<file path="config.mk">
export PLATFORM = sky130hd
export DESIGN_NAME = cartridge_bus_engine
export DESIGN_NICKNAME = d
export VERILOG_FILES = /design/src/rtl/cartridge_bus_pkg.sv /design/src/rtl/cartridge_bus_timer.sv /design/src/rtl/cartridge_bus_engine.sv
export SDC_FILE = /design/constraint.sdc
export NUM_CORES = 1
export LEC_CHECK = 0
export CORE_MARGIN = 3
export CORE_UTILIZATION = 44
export CTS_BUF_LIST = sky130_fd_sc_hd__clkbuf_4 sky130_fd_sc_hd__clkbuf_8 sky130_fd_sc_hd__clkbuf_16
export CTS_CLUSTER_DIAMETER = 40
export DETAILED_ROUTE_END_ITERATION = 7
export PLACE_DENSITY = 0.85
export SYNTH_ARGS = -nofsm -noshare
export SYNTH_HDL_FRONTEND = slang
export SYNTH_SLANG_ARGS = --single-unit
</file>
<file path="constraint.sdc">
create_clock -name clock -period 3.9 [get_ports clock]
set_input_delay 0.78 -clock clock [delete_from_list [all_inputs] [get_ports clock]]
set_output_delay 0.78 -clock clock [all_outputs]
set_load 0.005 [all_outputs]
</file>
<file path="src/rtl/cartridge_bus_pkg.sv">
// Shared types and constants for the cartridge bus engine: FSM state encoding,
// chip-select decode and default strobe timing.
package cartridge_bus_pkg;

    typedef enum logic [2:0] {
        ST_IDLE,
        ST_SETUP,
        ST_STROBE,
        ST_HOLD,
        ST_RESP
    } state_t;

    localparam logic [15:0] CS_BASE = 16'hA000;
    localparam logic [2:0]  CS_MASK = CS_BASE[15:13];

    localparam int unsigned DEF_SETUP_CYCLES  = 2;
    localparam int unsigned DEF_STROBE_CYCLES = 4;
    localparam int unsigned DEF_HOLD_CYCLES   = 1;

    function automatic int unsigned max3(input int unsigned a, input int unsigned b,
                                         input int unsigned c);
        int unsigned m;
        m = (a > b) ? a : b;
        return (m > c) ? m : c;
    endfunction

    // External RAM window A000-BFFF is the only region that takes nCS
    function automatic logic cs_hit(input logic [15:0] addr);
        return (addr[15:13] == CS_MASK);
    endfunction

endpackage

</file>
<file path="src/rtl/cartridge_bus_timer.sv">
// Loadable down-counter; o_done_c is high while the count is zero, so a load
// of N-1 gives a phase exactly N cycles long.
module cartridge_bus_timer #(
    parameter int unsigned CNT_WIDTH = 3
) (
    input  logic                 i_clock,
    input  logic                 i_reset_n,
    input  logic                 i_load,
    input  logic [CNT_WIDTH-1:0] i_load_val,
    output logic                 o_done_c
);

    logic [CNT_WIDTH-1:0] r_cnt;

    always_ff @(posedge i_clock) begin
        if (!i_reset_n) begin
            r_cnt <= '0;
        end else if (i_load) begin
            r_cnt <= i_load_val;
        end else if (r_cnt != '0) begin
            r_cnt <= r_cnt - CNT_WIDTH'(1);
        end
    end

    assign o_done_c = (r_cnt == '0);

endmodule

</file>
<file path="src/rtl/cartridge_bus_engine.sv">
// Game Boy cartridge bus cycle sequencer (setup/strobe/hold, read responses).
// Define CART_BURST_EN to honour req_len as an auto-incrementing burst.
module cartridge_bus_engine
    import cartridge_bus_pkg::*;
#(
    parameter int unsigned ADDR_WIDTH    = 16,
    parameter int unsigned DATA_WIDTH    = 8,
    parameter int unsigned LEN_WIDTH     = 8,
    parameter int unsigned SETUP_CYCLES  = DEF_SETUP_CYCLES,
    parameter int unsigned STROBE_CYCLES = DEF_STROBE_CYCLES,
    parameter int unsigned HOLD_CYCLES   = DEF_HOLD_CYCLES
) (
    input  logic                  clock,
    input  logic                  reset_n,
    input  logic                  req_valid,
    output logic                  req_ready,
    input  logic                  req_write,
    input  logic [ADDR_WIDTH-1:0] req_addr,
    input  logic [DATA_WIDTH-1:0] req_wdata,
    input  logic [LEN_WIDTH-1:0]  req_len,
    output logic                  rsp_valid,
    input  logic                  rsp_ready,
    output logic [DATA_WIDTH-1:0] rsp_rdata,
    output logic                  busy,
    input  logic                  cart_rst,
    output logic [ADDR_WIDTH-1:0] pad_a_o,
    output logic [DATA_WIDTH-1:0] pad_d_o,
    input  logic [DATA_WIDTH-1:0] pad_d_i,
    output logic                  pad_d_t,
    output logic                  pad_nwr,
    output logic                  pad_nrd,
    output logic                  pad_ncs,
    output logic                  pad_nrst
);

    localparam int unsigned TMR_W = $clog2(max3(SETUP_CYCLES, STROBE_CYCLES, HOLD_CYCLES) + 1);
    localparam logic [TMR_W-1:0] SETUP_LD  = TMR_W'(SETUP_CYCLES - 1);
    localparam logic [TMR_W-1:0] STROBE_LD = TMR_W'(STROBE_CYCLES - 1);
    localparam logic [TMR_W-1:0] HOLD_LD   = TMR_W'(HOLD_CYCLES - 1);

    state_t                r_state, w_state_nxt;
    logic                  r_write, w_write_nxt;
    logic [ADDR_WIDTH-1:0] r_addr,  w_addr_nxt;
    logic [DATA_WIDTH-1:0] r_wdata, w_wdata_nxt;
    logic [DATA_WIDTH-1:0] r_rdata, w_rdata_nxt;
    logic                  r_req_ready, r_rsp_valid, r_busy;
    logic                  r_d_t, r_nwr, r_nrd, r_ncs, r_nrst;
    logic                  w_busy_nxt, w_active_nxt;
    logic                  w_d_t_nxt, w_nwr_nxt, w_nrd_nxt, w_ncs_nxt;
    logic                  w_next_beat, w_last;
    logic                  w_load;
    logic [TMR_W-1:0]      w_load_val;
    logic                  w_tmr_done;

`ifdef CART_BURST_EN
    logic [LEN_WIDTH-1:0]  r_len,  w_len_nxt;
    logic [LEN_WIDTH-1:0]  r_beat, w_beat_nxt;
    assign w_last = (r_beat == r_len);
`else
    logic                  w_unused_len;
    assign w_unused_len = ^req_len;
    assign w_last       = 1'b1;
`endif

    cartridge_bus_timer #(
        .CNT_WIDTH (TMR_W)
    ) u_timer (
        .i_clock    (clock),
        .i_reset_n  (reset_n),
        .i_load     (w_load),
        .i_load_val (w_load_val),
        .o_done_c   (w_tmr_done)
    );

    // State, transaction context and registered pad/handshake outputs
    always_ff @(posedge clock) begin
        if (!reset_n) begin
            r_state     <= ST_IDLE;
            r_write     <= 1'b0;
            r_addr      <= '0;
            r_wdata     <= '0;
            r_rdata     <= '0;
            r_req_ready <= 1'b1;
            r_rsp_valid <= 1'b0;
            r_busy      <= 1'b0;
            r_d_t       <= 1'b1;
            r_nwr       <= 1'b1;
            r_nrd       <= 1'b1;
            r_ncs       <= 1'b1;
            r_nrst      <= 1'b1;
`ifdef CART_BURST_EN
            r_len       <= '0;
            r_beat      <= '0;
`endif
        end else begin
            r_state     <= w_state_nxt;
            r_write     <= w_write_nxt;
            r_addr      <= w_addr_nxt;
            r_wdata     <= w_wdata_nxt;
            r_rdata     <= w_rdata_nxt;
            r_req_ready <= ~w_busy_nxt;
            r_rsp_valid <= (w_state_nxt == ST_RESP);
            r_busy      <= w_busy_nxt;
            r_d_t       <= w_d_t_nxt;
            r_nwr       <= w_nwr_nxt;
            r_nrd       <= w_nrd_nxt;
            r_ncs       <= w_ncs_nxt;
            r_nrst      <= ~cart_rst;
`ifdef CART_BURST_EN
            r_len       <= w_len_nxt;
            r_beat      <= w_beat_nxt;
`endif
        end
    end

    // Next state, phase timer loads and next pad values
    always_comb begin
        w_state_nxt = r_state;
        w_write_nxt = r_write;
        w_addr_nxt  = r_addr;
        w_wdata_nxt = r_wdata;
        w_rdata_nxt = r_rdata;
        w_load      = 1'b0;
        w_load_val  = '0;
        w_next_beat = 1'b0;
`ifdef CART_BURST_EN
        w_len_nxt   = r_len;
        w_beat_nxt  = r_beat;
`endif

        case (r_state)
            ST_IDLE: begin
                if (req_valid && r_req_ready) begin
                    w_write_nxt = req_write;
                    w_addr_nxt  = req_addr;
                    w_wdata_nxt = req_wdata;
`ifdef CART_BURST_EN
                    w_len_nxt   = req_len;
                    w_beat_nxt  = '0;
`endif
                    w_state_nxt = ST_SETUP;
                    w_load      = 1'b1;
                    w_load_val  = SETUP_LD;
                end
            end
            ST_SETUP: begin
                if (w_tmr_done) begin
                    w_state_nxt = ST_STROBE;
                    w_load      = 1'b1;
                    w_load_val  = STROBE_LD;
                end
            end
            ST_STROBE: begin
                if (w_tmr_done) begin
                    if (!r_write) begin
                        w_rdata_nxt = pad_d_i;
                    end
                    w_state_nxt = ST_HOLD;
                    w_load      = 1'b1;
                    w_load_val  = HOLD_LD;
                end
            end
            ST_HOLD: begin
                if (w_tmr_done) begin
                    if (r_write) begin
                        w_next_beat = 1'b1;
                    end else begin
                        w_state_nxt = ST_RESP;
                    end
                end
            end
            ST_RESP: begin
                // Response backpressure stalls the bus here
                if (rsp_ready) begin
                    w_next_beat = 1'b1;
                end
            end
            default: begin
                w_state_nxt = ST_IDLE;
            end
        endcase

        if (w_next_beat) begin
            if (w_last) begin
                w_state_nxt = ST_IDLE;
            end else begin
                w_addr_nxt  = r_addr + ADDR_WIDTH'(1);
`ifdef CART_BURST_EN
                w_beat_nxt  = r_beat + LEN_WIDTH'(1);
`endif
                w_state_nxt = ST_SETUP;
                w_load      = 1'b1;
                w_load_val  = SETUP_LD;
            end
        end

        w_busy_nxt   = (w_state_nxt != ST_IDLE);
        w_active_nxt = (w_state_nxt == ST_SETUP) || (w_state_nxt == ST_STROBE) ||
                       (w_state_nxt == ST_HOLD);
        w_d_t_nxt    = ~(w_active_nxt && w_write_nxt);
        w_nrd_nxt    = ~((w_state_nxt == ST_STROBE) && !w_write_nxt);
        w_nwr_nxt    = ~((w_state_nxt == ST_STROBE) && w_write_nxt);
        w_ncs_nxt    = ~(w_busy_nxt && cs_hit(16'(w_addr_nxt)));
    end

    assign req_ready = r_req_ready;
    assign rsp_valid = r_rsp_valid;
    assign rsp_rdata = r_rdata;
    assign busy      = r_busy;
    assign pad_a_o   = r_addr;
    assign pad_d_o   = r_wdata;
    assign pad_d_t   = r_d_t;
    assign pad_nwr   = r_nwr;
    assign pad_nrd   = r_nrd;
    assign pad_ncs   = r_ncs;
    assign pad_nrst  = r_nrst;

endmodule

</file>
==> results of run 1 <==
## path summary, 6_finish.rpt
path / start / end / slack [ns] / cells after the start
max reg2reg: r_state[1] / pad_ncs / 2.08 / 5
min reg2reg: pad_a_o[11] / pad_a_o[11] / 0.47 / 2
min: pad_a_o[11] / pad_a_o[11] / 0.47 / 2
max: req_valid / pad_a_o[10] / 1.66 / 6
## cell type report
| class | instances | share of cell area |
|---|---|---|
| clock buffers | 7 | 0.0308 |
| flip-flops and latches | 47 | 0.346 |
| well taps | 50 | 0.0230 |
| repair buffers | 79 | 0.289 |
| clock inverters | 1 | 0.00184 |
| inverters | 3 | 0.00414 |
| multi-input cells | 138 | 0.306 |
## flip-flops by register name, summed over array words and instances, names as in the netlist, 3 cells and up
| signal | count |
|---|---|
| rsp_rdata | 8 |
| pad_d_o | 8 |
| r_state | 3 |
| u_timer.r_cnt | 3 |
| pad_a_o | 16 |
## worst max-delay path: stages
cell and delay [ns]:
clkdlybuf4s50_1 0.48, and3b_2 0.23, and2_1 0.43, buf_4 0.29, nand2_1 0.08, a21boi_0 0.15
## per-layer routing
metal  GRT usage  wire length, µm  vias up
met5           0                0        -
met4      0.0501               48        0
met3      0.0938              428        6
met2       0.277             1880       51
met1       0.201             1750      708
li1            -                -      808
## cell usage in the layout (no fill, tap or decap), types with 2 or more instances in the layout
master           count
nand2_1             54
mux2i_1             11
dfxtp_1             47
a211oi_1             3
clkdlybuf4s50_1     77
nor2_1               4
ha_1                 2
a21boi_0            25
buf_4                2
nand3b_1             4
nor3_1               2
clkbuf_8             5
o21ai_0              2
inv_1                3
a21oi_1              3
and2_2               2
nand2b_1             3
clkbuf_4             2
nor2b_1              9
## power by group
part	switching [mW]	leakage [nW]	internal (mW)
combinational	0.230	0.609	0.259
clock	0.153	0.0491	0.140
sequential	0.0567	0.384	0.563
## cell families (layout without fill, tap and decap cells)
group                    after synthesis  in the layout  synth area share
AO/OA/AOI/OAI                         38             38             0.148
adder cells (fa/ha/maj)                2              2            0.0134
buffers and inverters                 15             90            0.0515
flip-flops                            47             47             0.503
multiplexers                          11             11            0.0589
AND/OR/NAND/NOR                       87             87             0.225
## through the flow
stage | power, mW | hold slack, ns
finish | 1.40 | 0.467
global route | 1.50 | 0.488
CTS | 1.42 | 0.471
detailed placement | 1.13 | 0.459
global placement | 1.11 | 0.449
floorplan | 0.930 | 0.460
==> flow_summary.yaml, run 1 <==
clocking:
  cts_root_buffer: "clkbuf_8"
  cts_tree: "built"
  path_clk_slew_ns: 0.08
  ctsHoldBuffers: 0
  cts_buffers: 5
  clock_sinks: 47
  cts_resized: 0
  insertion_delay_ns: 0.30
  postCtsSetupBuffers: 0
  clk_path_buf_depth: 2
  htree_levels: 2
logic_synthesis:
  synth.most_common_cell: "nand2_1"
  synth.area.top_cells: "dfxtp_1 (50%), nand2_1 (11%), a21boi_0 (10%), mux2i_1 (5.9%), nor2b_1 (3.0%)"
  syn_nets: 248
  synth_area_leader_cell: "dfxtp_1"
  synth_area_mm2: 0.00187
  ys.flop_type: "dfxtp_1"
  yosysTopAreaCellShare: 0.503
  avgSynthCellArea_um2: 9.35
  yosysWarnings: 0
  synth_seq_cells: 47
  synth-edff-count: 0
  yosysUniqueCellTypes: 33
  synthTopCellsByCount: "nand2_1 (54), dfxtp_1 (47), a21boi_0 (25)"
  async_flop_share: 0
  syn_inst: 200
  ys_seq_area_frac: 0.503
layout:
  fill_cells: 339
  finalInstanceArea_mm2: 0.00272
  syn_to_final_growth_pct: 45.6
  seq_area_um2: 941
  drive_gt1_frac: 0.0618
  antenna_cells: 0
  utilization: 0.671
  multiInputGateArea_um2: 833
  fin_cells: 325
  nNetsFinal: 322
timing:
  fmax_ghz: 0.447
  final.setup.tns_ns: 0
  final.setup.worst_slack_ns: 1.66
  post-route-period-util: 0.573
  slew_viol_final: 0
  worst_pin_slew_ns: 0.643
  setup_viol: 0
  finalHoldViolations: 0
  grt_setup_unrepaired: "no"
  min_period_ns: 2.24
  finClkSkew_ns: 0.00904
  relSlewSlack: 0.570
min_path:
  hp-class: "reg -> reg"
placed_design:
  dp_slack_ns: 1.34
  dp.cells: 317
  dp_hpwl_um: 3050
  io_buffers: 77
  place_area_mm2: 0.00263
  gp_congestion: 0.706
floorplan:
  coreArea_mm2: 0.00406
  start_util: 0.461
  die_area_mm2: 0.00507
  pin_count: 86
  die_h_um: 71.2
  dieWidth_um: 71.2
  rows: 23
pwr:
  leakagePower_nw: 1.04
  irDropWorstVdd_v: 0.000280
  powerDensity_mw_per_mm2: 515
global_routing:
  antenna_found_initial: 0
  grt_pass1_vias: 1595
  grt_util_all_layers: 0.173
  grt_overflow: 0
  grt_pass1_wl_um: 7040
  grt_max_degree: 28
setup_path:
  cp-end-kind: "register"
  cp.arrival_ns: 2.45
  startpoint_type: "primary input"
  critPathKind: "in -> reg"
  cp.required_ns: 4.12
  cp_max_fo: 15
route:
  drt.antenna.violating_nets: 0
  wl_per_cell_um: 12.6
  vias: 1573
  avgViaCountPerCell: 4.84
  drc_errors: 0
  routed_wl_um: 4110
  first_iter_violations: 85
  drt-pass1-iter-count: 4
job:
  maxCapViolations: 0
run_status:
  outcome: "complete, no violations"
No activity file was read; power rests on OpenSTA's default activity.
==> run 2: changes to the inputs <==
Settings changed: CORE_UTILIZATION 44 to 37, PLACE_DENSITY 0.85 to 0.76.
Clock period 3.9 ns to 2 ns, I/O delays scaled along.
==> run 2 against run 1 <==
Die area up 17%. Worst hold slack lost 0.0045 ns. Critical path type is now reg -> reg. Flip-flop and latch count unchanged. Clock skew is essentially flat. Register-to-register slack got worse by 1.9 ns. Via count did not move. Combinational power increased by 110%. Core utilization down 8.1 points. Sequential share of layout area is 1.5 points lower. First-iteration DRC count fell by 20%. Count of clock-buffer cells in the layout is 1 lower. Global-route usage shrank 2.5 points.
==> flow_summary.yaml, run 2 (synthesized netlist as in run 1, its figures left out) <==
route:
  wl_met2_um: 1940
  drc_errors: 0
  wl_met1_um: 1750
  top_layer: "met4"
  vias: 1573
  avgViaCountPerCell: 4.52
  routed_wl_um: 4120
  wl_per_cell_um: 11.8
  first_iter_violations: 68
  drt.antenna.violating_nets: 0
  wl_met3_um: 365
  drt-pass1-iter-count: 4
pwr:
  pwr-share-seq: 0.406
  swShare: 0.297
  powerDensity_mw_per_mm2: 1040
  leakagePower_nw: 1.09
  p_comb_frac: 0.353
  power_mw: 2.95
  irDropWorstVdd_v: 0.000496
  p_int_mw: 2.08
  netSwitchingPower_mw: 0.876
  pwr-share-clk: 0.241
placed_design:
  io_buffers: 77
  dp_slack_ns: 0.0785
  dp_hpwl_um: 3160
  place_area_mm2: 0.00273
  dp.cells: 340
  gp_congestion: 0.735
setup_path:
  cp.arrival_ns: 2.00
  cp.required_ns: 2.20
  cpMaxStageDelayCell: "or4_1"
  crit_path_cell_trace: "inv_1 -> ha_1 -> nand2b_4 -> or4_1 -> mux2i_1 -> nor2b_1"
  reg2reg_depth: 6
  critPathKind: "reg -> reg"
  cp-end-kind: "register"
  slowest_delay_ns: 0.65
  timing.rr.start: "u_timer.r_cnt[1]"
  cp_max_fo: 8
  startpoint: "u_timer.r_cnt[1]"
  startpoint_type: "register"
floorplan:
  coreArea_mm2: 0.00482
  die_h_um: 77.1
  start_util: 0.388
  dieWidth_um: 77.1
  rows: 25
  pin_count: 86
  die_area_mm2: 0.00594
timing:
  setup_viol: 0
  final.setup.tns_ns: 0
  finClkSkew_ns: 0.00932
  fmax_ghz: 0.555
  grt_setup_unrepaired: "no"
  finalHoldViolations: 0
  relSlewSlack: 0.695
  post-route-period-util: 0.900
  worst_pin_slew_ns: 0.457
  slew_viol_final: 0
  final.setup.worst_slack_ns: 0.199
  whs_ns: 0.463
  min_period_ns: 1.80
job:
  maxCapViolations: 0
global_routing:
  grt_max_degree: 20
  grt_util_all_layers: 0.148
  grt_overflow: 0
  grt_pass1_vias: 1554
  antenna_found_initial: 0
  grt_pass1_wl_um: 7110
layout:
  antenna_cells: 0
  fin_cells: 348
  nNetsFinal: 328
  drive_gt1_frac: 0.0819
  fill_cells: 436
  layout_common_cells: "clkdlybuf4s50_1 (77), nand2_1 (54), dfxtp_1 (47)"
  finalInstanceArea_mm2: 0.00284
  utilization: 0.590
  seq_area_um2: 941
  largest_reg_flops: 16
  syn_to_final_growth_pct: 52.0
  multiInputGateArea_um2: 833
  layout_commonest_cell: "clkdlybuf4s50_1"
clocking:
  clock_sinks: 47
  cts_resized: 0
  cts_tree: "built"
  insertion_delay_ns: 0.30
  postCtsSetupBuffers: 0
  ctsHoldBuffers: 0
  path_clk_slew_ns: 0.09
  clk_path_buf_depth: 2
  cts_root_buffer: "clkbuf_8"
  htree_levels: 2
  cts_buffers: 5
run_status:
  outcome: "complete, no violations"
min_path:
  min_path_cells: 2
  hp-start: "pad_d_o[0]"
  hp-class: "reg -> reg"
==> run 2: power groups by stage <==
stage	Combinational, mW	Clock [mW]	Sequential (mW)
after floorplan	0.605	0	1.21
after global placement	1.04	0	1.21
after detailed placement	1.05	0	1.22
after CTS	1.06	0.731	1.20
after global routing	1.17	0.762	1.22
final	1.04	0.712	1.20
==> run 2: layer usage <==
metal / vias to the layer above / track usage
met5: - / 0
met3: 5 / 0.0634
li1: 821 / -
met1: 705 / 0.168
met2: 42 / 0.251
met4: 0 / 0.0480
==> run 2: cell type report <==
class                      instances  area share
sequential                        47       0.331
inverter                           3     0.00396
clock inverter                     2      0.0123
timing repair buffer              85       0.301
multi-input combinational        138       0.293
tap                               67      0.0295
clock buffer                       6      0.0290
==> run 2: path summary, 6_finish.rpt <==
| check | endpoint | slack [ns] |
|---|---|---|
| setup reg to reg | rsp_rdata[4] | 0.20 |
| setup / recovery | rsp_rdata[4] | 0.20 |
| hold reg to reg | pad_d_o[0] | 0.46 |
| hold / removal | pad_d_o[0] | 0.46 |
==> run 2: worst max-delay path, delay by kind of cell (launching register included) <==
family	cells	cell delay [ns]
adder cells (fa/ha/maj)	1	0.24
buffers and inverters	1	0.09
flip-flops	1	0.31
multiplexers	1	0.25
AND/OR/NAND/NOR	3	0.80
